--- config.mk ---
export PLATFORM = sky130hd
export DESIGN_NAME = bram_share_arbiter
export DESIGN_NICKNAME = d
export VERILOG_FILES = /design/src/rtl/bram_share_arbiter.sv
export SDC_FILE = /design/constraint.sdc
export NUM_CORES = 1
export LEC_CHECK = 0
export BUFFER_PORTS_ARGS = -buffer_cell sky130_fd_sc_hd__buf_2
export CAP_MARGIN = 25
export CORE_AREA = 2 2 113 115
export CTS_CLUSTER_SIZE = 8
export DETAILED_ROUTE_END_ITERATION = 12
export DIE_AREA = 0 0 115 117
export PLACE_DENSITY = 0.62
export SLEW_MARGIN = 20
export SYNTH_ARGS = -nofsm -noshare
export SYNTH_HDL_FRONTEND = slang
export SYNTH_SLANG_ARGS = --single-unit
--- constraint.sdc ---
create_clock -name wb_clk_i -period 2.45 [get_ports wb_clk_i]
set_clock_uncertainty 0.2 [all_clocks]
set_input_delay 0.245 -clock wb_clk_i [delete_from_list [all_inputs] [get_ports wb_clk_i]]
set_output_delay 0.245 -clock wb_clk_i [all_outputs]
set_load 0.01 [all_outputs]
--- src/rtl/bram_share_arbiter.sv ---
// Shares one single-port BRAM between the Wishbone slave path and the FIR engine port.
// Define ARB_ENG_PRIORITY_EN to let the engine win every contested cycle.
module bram_share_arbiter #(
   parameter logic [31:0] BASE_ADDR = 32'h3800_0000,
   parameter int unsigned WB_DELAY  = 10,
   parameter int unsigned ADDR_W    = 12
) (
   input  logic              wb_clk_i,
   input  logic              wb_rst_i,
   input  logic              wbs_cyc_i,
   input  logic              wbs_stb_i,
   input  logic              wbs_we_i,
   input  logic [3:0]        wbs_sel_i,
   input  logic [31:0]       wbs_adr_i,
   input  logic [31:0]       wbs_dat_i,
   output logic              wbs_ack_o,
   output logic [31:0]       wbs_dat_o,
   input  logic              eng_req,
   input  logic              eng_we,
   input  logic [3:0]        eng_sel,
   input  logic [ADDR_W-1:0] eng_addr,
   input  logic [31:0]       eng_wdata,
   output logic              eng_gnt,
   output logic              eng_rvalid,
   output logic [31:0]       eng_rdata,
   output logic              bram_en,
   output logic [3:0]        bram_we,
   output logic [31:0]       bram_a,
   output logic [31:0]       bram_di,
   input  logic [31:0]       bram_do
);

   typedef enum logic [2:0] {
      W_IDLE,
      W_DELAY,
      W_PEND,
      W_RCAP,
      W_ACK
   } wb_state_t;

   localparam logic [3:0] CNT_LAST = 4'(WB_DELAY - 1);

   wb_state_t   state;
   wb_state_t   state_nxt;
   logic [3:0]  cnt;
   logic        wb_pend;
   logic        eng_elig;
   logic        wb_gnt;
   logic        eng_wins_tie;
   logic [31:0] wb_word;

   assign wb_pend  = (state == W_PEND) && wbs_cyc_i;
   // Engine eligibility is gated so outputs drop the moment reset asserts.
   assign eng_elig = eng_req && !wb_rst_i;
   assign wb_word  = (wbs_adr_i - BASE_ADDR) >> 2;

`ifdef ARB_ENG_PRIORITY_EN
   assign eng_wins_tie = 1'b1;
`else
   logic last_eng;

   always_ff @(posedge wb_clk_i or posedge wb_rst_i) begin
      if (wb_rst_i) begin
         last_eng <= 1'b0;
      end else if (wb_pend && eng_elig) begin
         last_eng <= eng_gnt;
      end
   end

   assign eng_wins_tie = !last_eng;
`endif

   always_comb begin
      wb_gnt  = 1'b0;
      eng_gnt = 1'b0;
      if (wb_pend && eng_elig) begin
         eng_gnt = eng_wins_tie;
         wb_gnt  = !eng_wins_tie;
      end else begin
         wb_gnt  = wb_pend;
         eng_gnt = eng_elig;
      end
   end

   always_comb begin
      bram_en = 1'b0;
      bram_we = 4'h0;
      bram_a  = 32'h0;
      bram_di = 32'h0;
      if (wb_gnt) begin
         bram_en = 1'b1;
         bram_we = wbs_we_i ? wbs_sel_i : 4'h0;
         bram_a  = wb_word;
         bram_di = wbs_dat_i;
      end else if (eng_gnt) begin
         bram_en = 1'b1;
         bram_we = eng_we ? eng_sel : 4'h0;
         bram_a  = 32'(eng_addr);
         bram_di = eng_wdata;
      end
   end

   always_ff @(posedge wb_clk_i or posedge wb_rst_i) begin
      if (wb_rst_i) begin
         state <= W_IDLE;
      end else begin
         state <= state_nxt;
      end
   end

   always_comb begin
      state_nxt = state;
      unique case (state)
         W_IDLE: begin
            if (wbs_cyc_i && wbs_stb_i) state_nxt = W_DELAY;
         end
         W_DELAY: begin
            if (!wbs_cyc_i) state_nxt = W_IDLE;
            else if (cnt == CNT_LAST) state_nxt = W_PEND;
         end
         W_PEND: begin
            if (!wbs_cyc_i) state_nxt = W_IDLE;
            else if (wb_gnt) state_nxt = wbs_we_i ? W_ACK : W_RCAP;
         end
         W_RCAP:  state_nxt = W_ACK;
         W_ACK:   state_nxt = W_IDLE;
         default: state_nxt = W_IDLE;
      endcase
   end

   always_ff @(posedge wb_clk_i or posedge wb_rst_i) begin
      if (wb_rst_i) begin
         cnt <= 4'h0;
      end else if (state == W_DELAY) begin
         cnt <= cnt + 4'h1;
      end else begin
         cnt <= 4'h0;
      end
   end

   always_ff @(posedge wb_clk_i or posedge wb_rst_i) begin
      if (wb_rst_i) begin
         wbs_dat_o <= 32'h0;
      end else if (state == W_RCAP) begin
         wbs_dat_o <= bram_do;
      end
   end

   assign wbs_ack_o = (state == W_ACK);

   always_ff @(posedge wb_clk_i or posedge wb_rst_i) begin
      if (wb_rst_i) begin
         eng_rvalid <= 1'b0;
      end else begin
         eng_rvalid <= eng_gnt && !eng_we;
      end
   end

   // BRAM output is already a register stage, so read data passes straight through.
   assign eng_rdata = eng_rvalid ? bram_do : 32'h0;

endmodule
==> results of run 1 <==
-- area by class of cell --
cell class	count	area, um^2	area share, %
Antenna cell	3	7.507	0.1688
Clock buffer	5	125.1	2.813
Clock inverter	2	35.03	0.7876
Inverter	5	18.77	0.4219
Multi-Input combinational cell	179	1461	32.86
Sequential cell	41	1026	23.07
Tap cell	150	187.7	4.219
Timing Repair Buffer	302	1587	35.67
-- through the flow --
step / std cells / setup slack, ns / util (%)
final: 687 / 0.1302 / 36.13
after global placement: 666 / 0.2999 / 33.87
after floorplan: 247 / 0.4664 / -
after detailed placement: 666 / 0.2704 / 33.87
after CTS: 683 / 0.07874 / 35.98
after global routing: 687 / 0.04742 / 36.13
-- registers in the layout, indices dropped and copies added, names as in the netlist --
name and count:
wbs_dat_o 32, cnt 4, state 3, eng_rvalid 1, last_eng 1
-- worst paths after layout --
kind / endpoint / from / cells after the start
worst max-delay path: bram_di[18] / last_eng$_DFFE_PP0P_ / 4
worst min-delay path: wbs_dat_o[17]$_DFFE_PP0P_ / bram_do[17] / 2
min in group asynchronous: last_eng$_DFFE_PP0P_ / wb_rst_i / 4
worst min register to register: wbs_dat_o[4]$_DFFE_PP0P_ / wbs_dat_o[4]$_DFFE_PP0P_ / 1
worst max register to register: state[1]$_DFFE_PP0P_ / last_eng$_DFFE_PP0P_ / 4
max in group asynchronous: wbs_dat_o[16]$_DFFE_PP0P_ / wb_rst_i / 4
-- synthesized netlist by cell type (all sizes together) --
cell / count
a211oi: 3
a21oi: 3
a22o: 44
a22oi: 1
a31oi: 1
a32o: 5
and2: 34
and3: 14
and4bb: 1
buf: 18
clkbuf: 6
conb: 1
dfrtp: 41
ha: 3
inv: 5
mux2: 32
nand2: 3
nand2b: 3
nand3: 3
nand3b: 4
nor2: 8
nor3b: 3
o211a: 1
o21ba: 1
or3b: 2
xnor2: 5
xor2: 1
-- kinds of logic after synthesis --
logic type	share of synthesized area (%)
fa+ha+maj	1.434
mux	13.76
simple gates	17.58
buf+inv	5.924
xor+xnor	2.007
other cells	0.1432
flops	39.18
compound gates	19.97
-- worst max-delay path: stages, from the launching register on --
cell and delay (ns):
dfrtp_1 0.44, or3b_1 0.49, and2_2 0.31, a22o_1 0.21, buf_2 0.14
-- routing by layer --
layer  track usage (%)  vias up
li1                  -     1476
met1             16.30     1446
met2             25.49      186
met3             4.840       16
met4             5.542        0
met5                 0        -
-- power groups by stage --
stage | clock network [mW] | registers (mW) | logic (mW)
global placement | 0 | 1.16 | 1.58
finish | 0.711 | 1.17 | 1.63
global route | 0.766 | 1.21 | 1.79
detailed placement | 0 | 1.18 | 1.60
CTS | 0.745 | 1.17 | 1.63
floorplan | 0 | 1.29 | 0.798
-- placed cells by master (no fill, tap or decap), types with 4 or more instances in the layout --
cell type      Yosys  layout
buf_4              2       6
dfrtp_1           41      41
mux2_2            22      22
dlygate4sd3_1      0       9
and2_1            33      33
nor2_1             8       8
a22o_1            44      44
xnor2_1            5       5
a32o_1             5       5
mux2_1            10      10
buf_2             13     286
and3_1            14      14
nand3b_1           4       4
clkbuf_16          0       5
-- what timing repair did --
item                                    CTS  global route
hold buffers                              9             0
pin swaps                                 1             1
endpoints found under the hold margin    49             0
gates resized for setup                   1             1
endpoints found under the setup margin    5             1
cloned                                    1             1
==> out/qor.yml, run 1 <==
finalWeightedCongestion: 0.8473
numCtsBuffers: 5
layout-drive-gt1-share_pct: 61.99
cp.arrival_ns: 1.87
clk_pin_slew_ns: 0.06
first_pass_iters: 6
drt-total-wl_um: 10850
cts_tree: "yes"
ys_types: 35
pwr-share-comb_pct: 46.5
slew_viol_final: 0
io_buffers: 286
yosysWarnings: 0
cts_root_buffer: "clkbuf_16"
power_mw: 3.505
coreArea_um2: 12310
hpwl_um: 8618
n_fill_cell: 1245
startpoint_type: "register"
drtIter0Drc: 136
grt_pass1_vias: 2886
placementRows: 41
drt-met1-wl_um: 4127
cp_data_required_time_ns: 2.01
leakage_nw: 2.529
synth_area_per_cell_um2: 10.65
io_pins: 291
die_w_um: 115
rrSetupSlack_ns: 0.55
synth_area_leaders: "dfrtp_1, a22o_1, mux2_2"
switching_share_pct: 34.64
peakVddDrop_mv: 0.2210
dieArea_um2: 13460
slew_headroom_pct: 46.93
antenna_found_initial: 3
period_share_pct: 94.68
viasPerCell: 4.547
outcome: "finished, final reports clean"
start_util_pct: 21.27
hold_viol_final: 0
grt_pass1_wl_um: 15120
die_h_um: 117
design_area_um2: 4448
p_clk_share_pct: 20.3
finalSetupViolCount: 0
critical_path_class: "reg -> out"
synth_area_um2: 2619
tightest_slew_ns: 0.7961
clock_sinks: 41
ys_seq_elements: 41
fin_crit_ns: 2.320
p_seq_share_pct: 33.3
grt_max_degree: 46
max_clock_freq_mhz: 431.1
syn_inst: 246
path_max_fanout: 12
wl_met3_um: 1052
clk_latency_ns: 0.28
wl_met2_um: 5444
switchingPower_mw: 1.214
h-tree-depth: 2
fin_nets: 692
setup_tns_ns: 0
crit_path_end_kind: "output port"
worst_hold_slack_ns: 0.009949
grt-ovfl-total: 0
synth_top_cell_by_area: "dfrtp_1"
place_area_um2: 4170
syn2layout_area_growth_pct: 69.85
cts_buffer_depth: 2
power.internal_mw: 2.291
track_usage_pct: 14.49
avgRoutedWirePerCell_um: 15.79
yosysSeqAreaShare_pct: 39.18
top_layer: "met4"
route.detailed.drc: 0
ant_nets: 0
yosysTopAreaCellShare_pct: 39.18
post_cts_buffers: 0
via_count: 3124
maxCapViolCount: 0
p_per_area_nw_per_um2: 788.0
rsz0062_at_grt: "no"
worstHoldPathType: "in -> reg"
Power figures use the tool's default switching activity.
==> run 2: changes to the inputs <==
--- a/config.mk
+++ b/config.mk
@@ -7,11 +7,11 @@
 export LEC_CHECK = 0
 export BUFFER_PORTS_ARGS = -buffer_cell sky130_fd_sc_hd__buf_2
 export CAP_MARGIN = 25
-export CORE_AREA = 2 2 113 115
+export CORE_AREA = 2 2 112 114
 export CTS_CLUSTER_SIZE = 8
 export DETAILED_ROUTE_END_ITERATION = 12
-export DIE_AREA = 0 0 115 117
-export PLACE_DENSITY = 0.62
+export DIE_AREA = 0 0 114 116
+export PLACE_DENSITY = 0.6
 export SLEW_MARGIN = 20
 export SYNTH_ARGS = -nofsm -noshare
 export SYNTH_HDL_FRONTEND = slang
==> run 2 against run 1 <==
- routed wire length down 2.7%
- power down 2.6%
- combinational power about the same
- fmax down 1.2%
- critical path type unchanged
- highest routed layer unchanged
==> out/qor.yml, run 2 (synthesis results as in run 1) <==
top_register: "wbs_dat_o"  # unchanged
clk_latency_ns: 0.28  # about the same
antenna_found_initial: 0  # was 3
top_regs: "wbs_dat_o: 32 flops, cnt: 4 flops, state: 3 flops"  # unchanged
die_w_um: 114  # was 115 um
outcome: "finished, final reports clean"  # unchanged
layout-drive-gt1-share_pct: 62.01  # was 61.99%
syn2layout_area_growth_pct: 69.42  # was 69.85%
grt_pass1_vias: 3005  # was 2,886
numCtsBuffers: 5  # unchanged
placementRows: 40  # was 41
grt-ovfl-total: 0  # unchanged
drtIter0Drc: 107  # was 136
clock_sinks: 41  # unchanged
path_max_fanout: 24  # was 12
max_clock_freq_mhz: 425.7  # was 431.1 MHz
cpMaxStageDelayCell: "or3b_1"  # unchanged
multiInputGateArea_um2: 1454  # was 1461 um^2
fin_ws_ns: 0.1011  # was 0.1302 ns
fin_nets: 694  # was 692
cts_root_buffer: "clkbuf_16"  # unchanged
place_area_um2: 4174  # was 4170 um^2
worst_hold_slack_ns: 0.01004  # was 0.009949 ns
reg2reg_depth: 4  # unchanged
maxCapViolCount: 0  # unchanged
cts_buffer_depth: 2  # unchanged
route.detailed.drc: 0  # unchanged
grt_pass1_wl_um: 15330  # was 15,120 um
cts_tree: "yes"  # unchanged
finalWeightedCongestion: 0.8960  # was 0.8473
finalSetupViolCount: 0  # unchanged
via_count: 3094  # was 3,124
io_pins: 291  # unchanged
place_ws_ns: 0.2125  # was 0.2704 ns
reg2reg_from: "last_eng$_DFFE_PP0P_"  # unchanged
min_from: "bram_do[26]"  # was bram_do[17]
first_pass_iters: 4  # was 6
period_share_pct: 95.87  # was 94.68%
holdPathEnd: "wbs_dat_o[26]$_DFFE_PP0P_"  # was wbs_dat_o[17]$_DFFE_PP0P_
slew_viol_final: 0  # unchanged
worstHoldPathType: "in -> reg"  # unchanged
peakVddDrop_mv: 0.2125  # was 0.2210 mV
hold_depth: 2  # unchanged
n_fill_cell: 1198  # was 1,245
cp_data_required_time_ns: 2.01  # about the same
viasPerCell: 4.523  # was 4.547
dieArea_um2: 13220  # was 13,460 um^2
avgRoutedWirePerCell_um: 15.42  # was 15.79 um
die_h_um: 116  # was 117 um
tightest_slew_ns: 0.5245  # was 0.7961 ns
rsz0062_at_grt: "no"  # unchanged
design_area_um2: 4437  # was 4448 um^2
seqCellArea_um2: 1026  # unchanged
fin_crit_ns: 2.349  # was 2.320 ns
crit_path_end_kind: "output port"  # unchanged
leakage_nw: 2.529  # about the same
hold_viol_final: 0  # unchanged
h-tree-depth: 2  # unchanged
clk_pin_slew_ns: 0.06  # about the same
setup_tns_ns: 0  # unchanged
slew_headroom_pct: 65.03  # was 46.93%
io_buffers: 286  # unchanged
layout_common_cells: "buf_2, a22o_1, dfrtp_1, and2_1, mux2_2"  # unchanged
drt-total-wl_um: 10550  # was 10,850 um
largest_register_ffs: 32  # unchanged
reg2reg_to: "state[0]$_DFFE_PP0P_"  # was state[1]$_DFFE_PP0P_
ant_nets: 0  # unchanged
grt_max_degree: 42  # was 46
track_usage_pct: 14.60  # was 14.49%
crit_path_start: "last_eng$_DFFE_PP0P_"  # unchanged
coreArea_um2: 11910  # was 12,310 um^2
cp.arrival_ns: 1.90  # was 1.87 ns
startpoint_type: "register"  # unchanged
start_util_pct: 21.99  # was 21.27%
rrSetupSlack_ns: 0.58  # was 0.55 ns
cp_slowest_stage_delay_ns: 0.47  # was 0.49 ns
hpwl_um: 8418  # was 8618 um
crit_chain: "or3b_1 > and2_4 > a32o_1 > buf_2"  # was or3b_1 > and2_2 > a22o_1 > buf_2
critical_path_class: "reg -> out"  # unchanged
p_per_area_nw_per_um2: 769.5  # was 788.0 nW/um^2
antennaDiodeCount: 0  # was 3
layout_commonest_cell: "buf_2"  # unchanged
## run 2: cell types whose count changed in the layout (fill, tap and decap cells not counted), sizes merged
cell / change
diode: -3
clkinvlp: +1
clkinv: +1
buf: +2
and2: -1
bufinv: -1
dlygate4sd3: +1
## run 2: repair_timing
item | CTS | global route
gates cloned | 1 | 0
endpoints found under the setup margin | 48 | 48
resized for setup | 1 | 1
setup buffers | 0 | 1
pin swaps | 2 | 1
hold endpoints to repair | 50 | 0
hold buffers | 10 | 0
## run 2: worst max-delay path by stage
stage                             end  slack, ns  depth (start not counted)
final                      bram_we[2]       0.10                          4
after CTS                 bram_di[13]      0.007                          5
after detailed placement  bram_di[13]       0.21                          4
after floorplan           bram_di[11]       0.47                          6
after global placement    bram_di[20]       0.27                          4
after global routing       bram_we[3]       0.02                          4
## run 2: per-stage QoR
step           utilization [%]  power (mW)  instances
2_1_floorplan                -       2.089        247
3_3_place_gp             35.04       2.728        664
3_5_place_dp             35.04       2.773        664
4_1_cts                  37.15       3.461        683
5_1_grt                  37.25       3.668        684
6_report                 37.25       3.414        684
## run 2: layout make-up
cell class / count / share of cell area, %
clock buffers: 5 / 2.820
well taps: 147 / 4.146
multi-input cells: 178 / 32.77
flip-flops and latches: 41 / 23.12
repair buffers: 305 / 36.32
clock inverters: 3 / 0.3948
inverters: 5 / 0.4230
## run 2: per-layer routing
| metal | track usage [%] | wire length, um | vias to the layer above |
|---|---|---|---|
| met5 | 0 | 0 | - |
| met4 | 3.171 | 92 | 0 |
| met3 | 2.981 | 882 | 6 |
| met2 | 26.90 | 5419 | 179 |
| met1 | 17.56 | 4155 | 1428 |
| li1 | - | - | 1481 |
## run 2: worst max-delay path: cells and delay by family, from the launching register on
family	cells	cell delay, ns
AO/OA/AOI/OAI	1	0.29
buffers and inverters	1	0.14
AND/OR/NAND/NOR	2	0.74
flip-flops	1	0.46
## run 2: report_power, final
part           internal [mW]  total [mW]  switching, mW
clock                  0.374       0.640          0.267
combinational          0.827        1.62          0.790
sequential             0.992        1.16          0.165
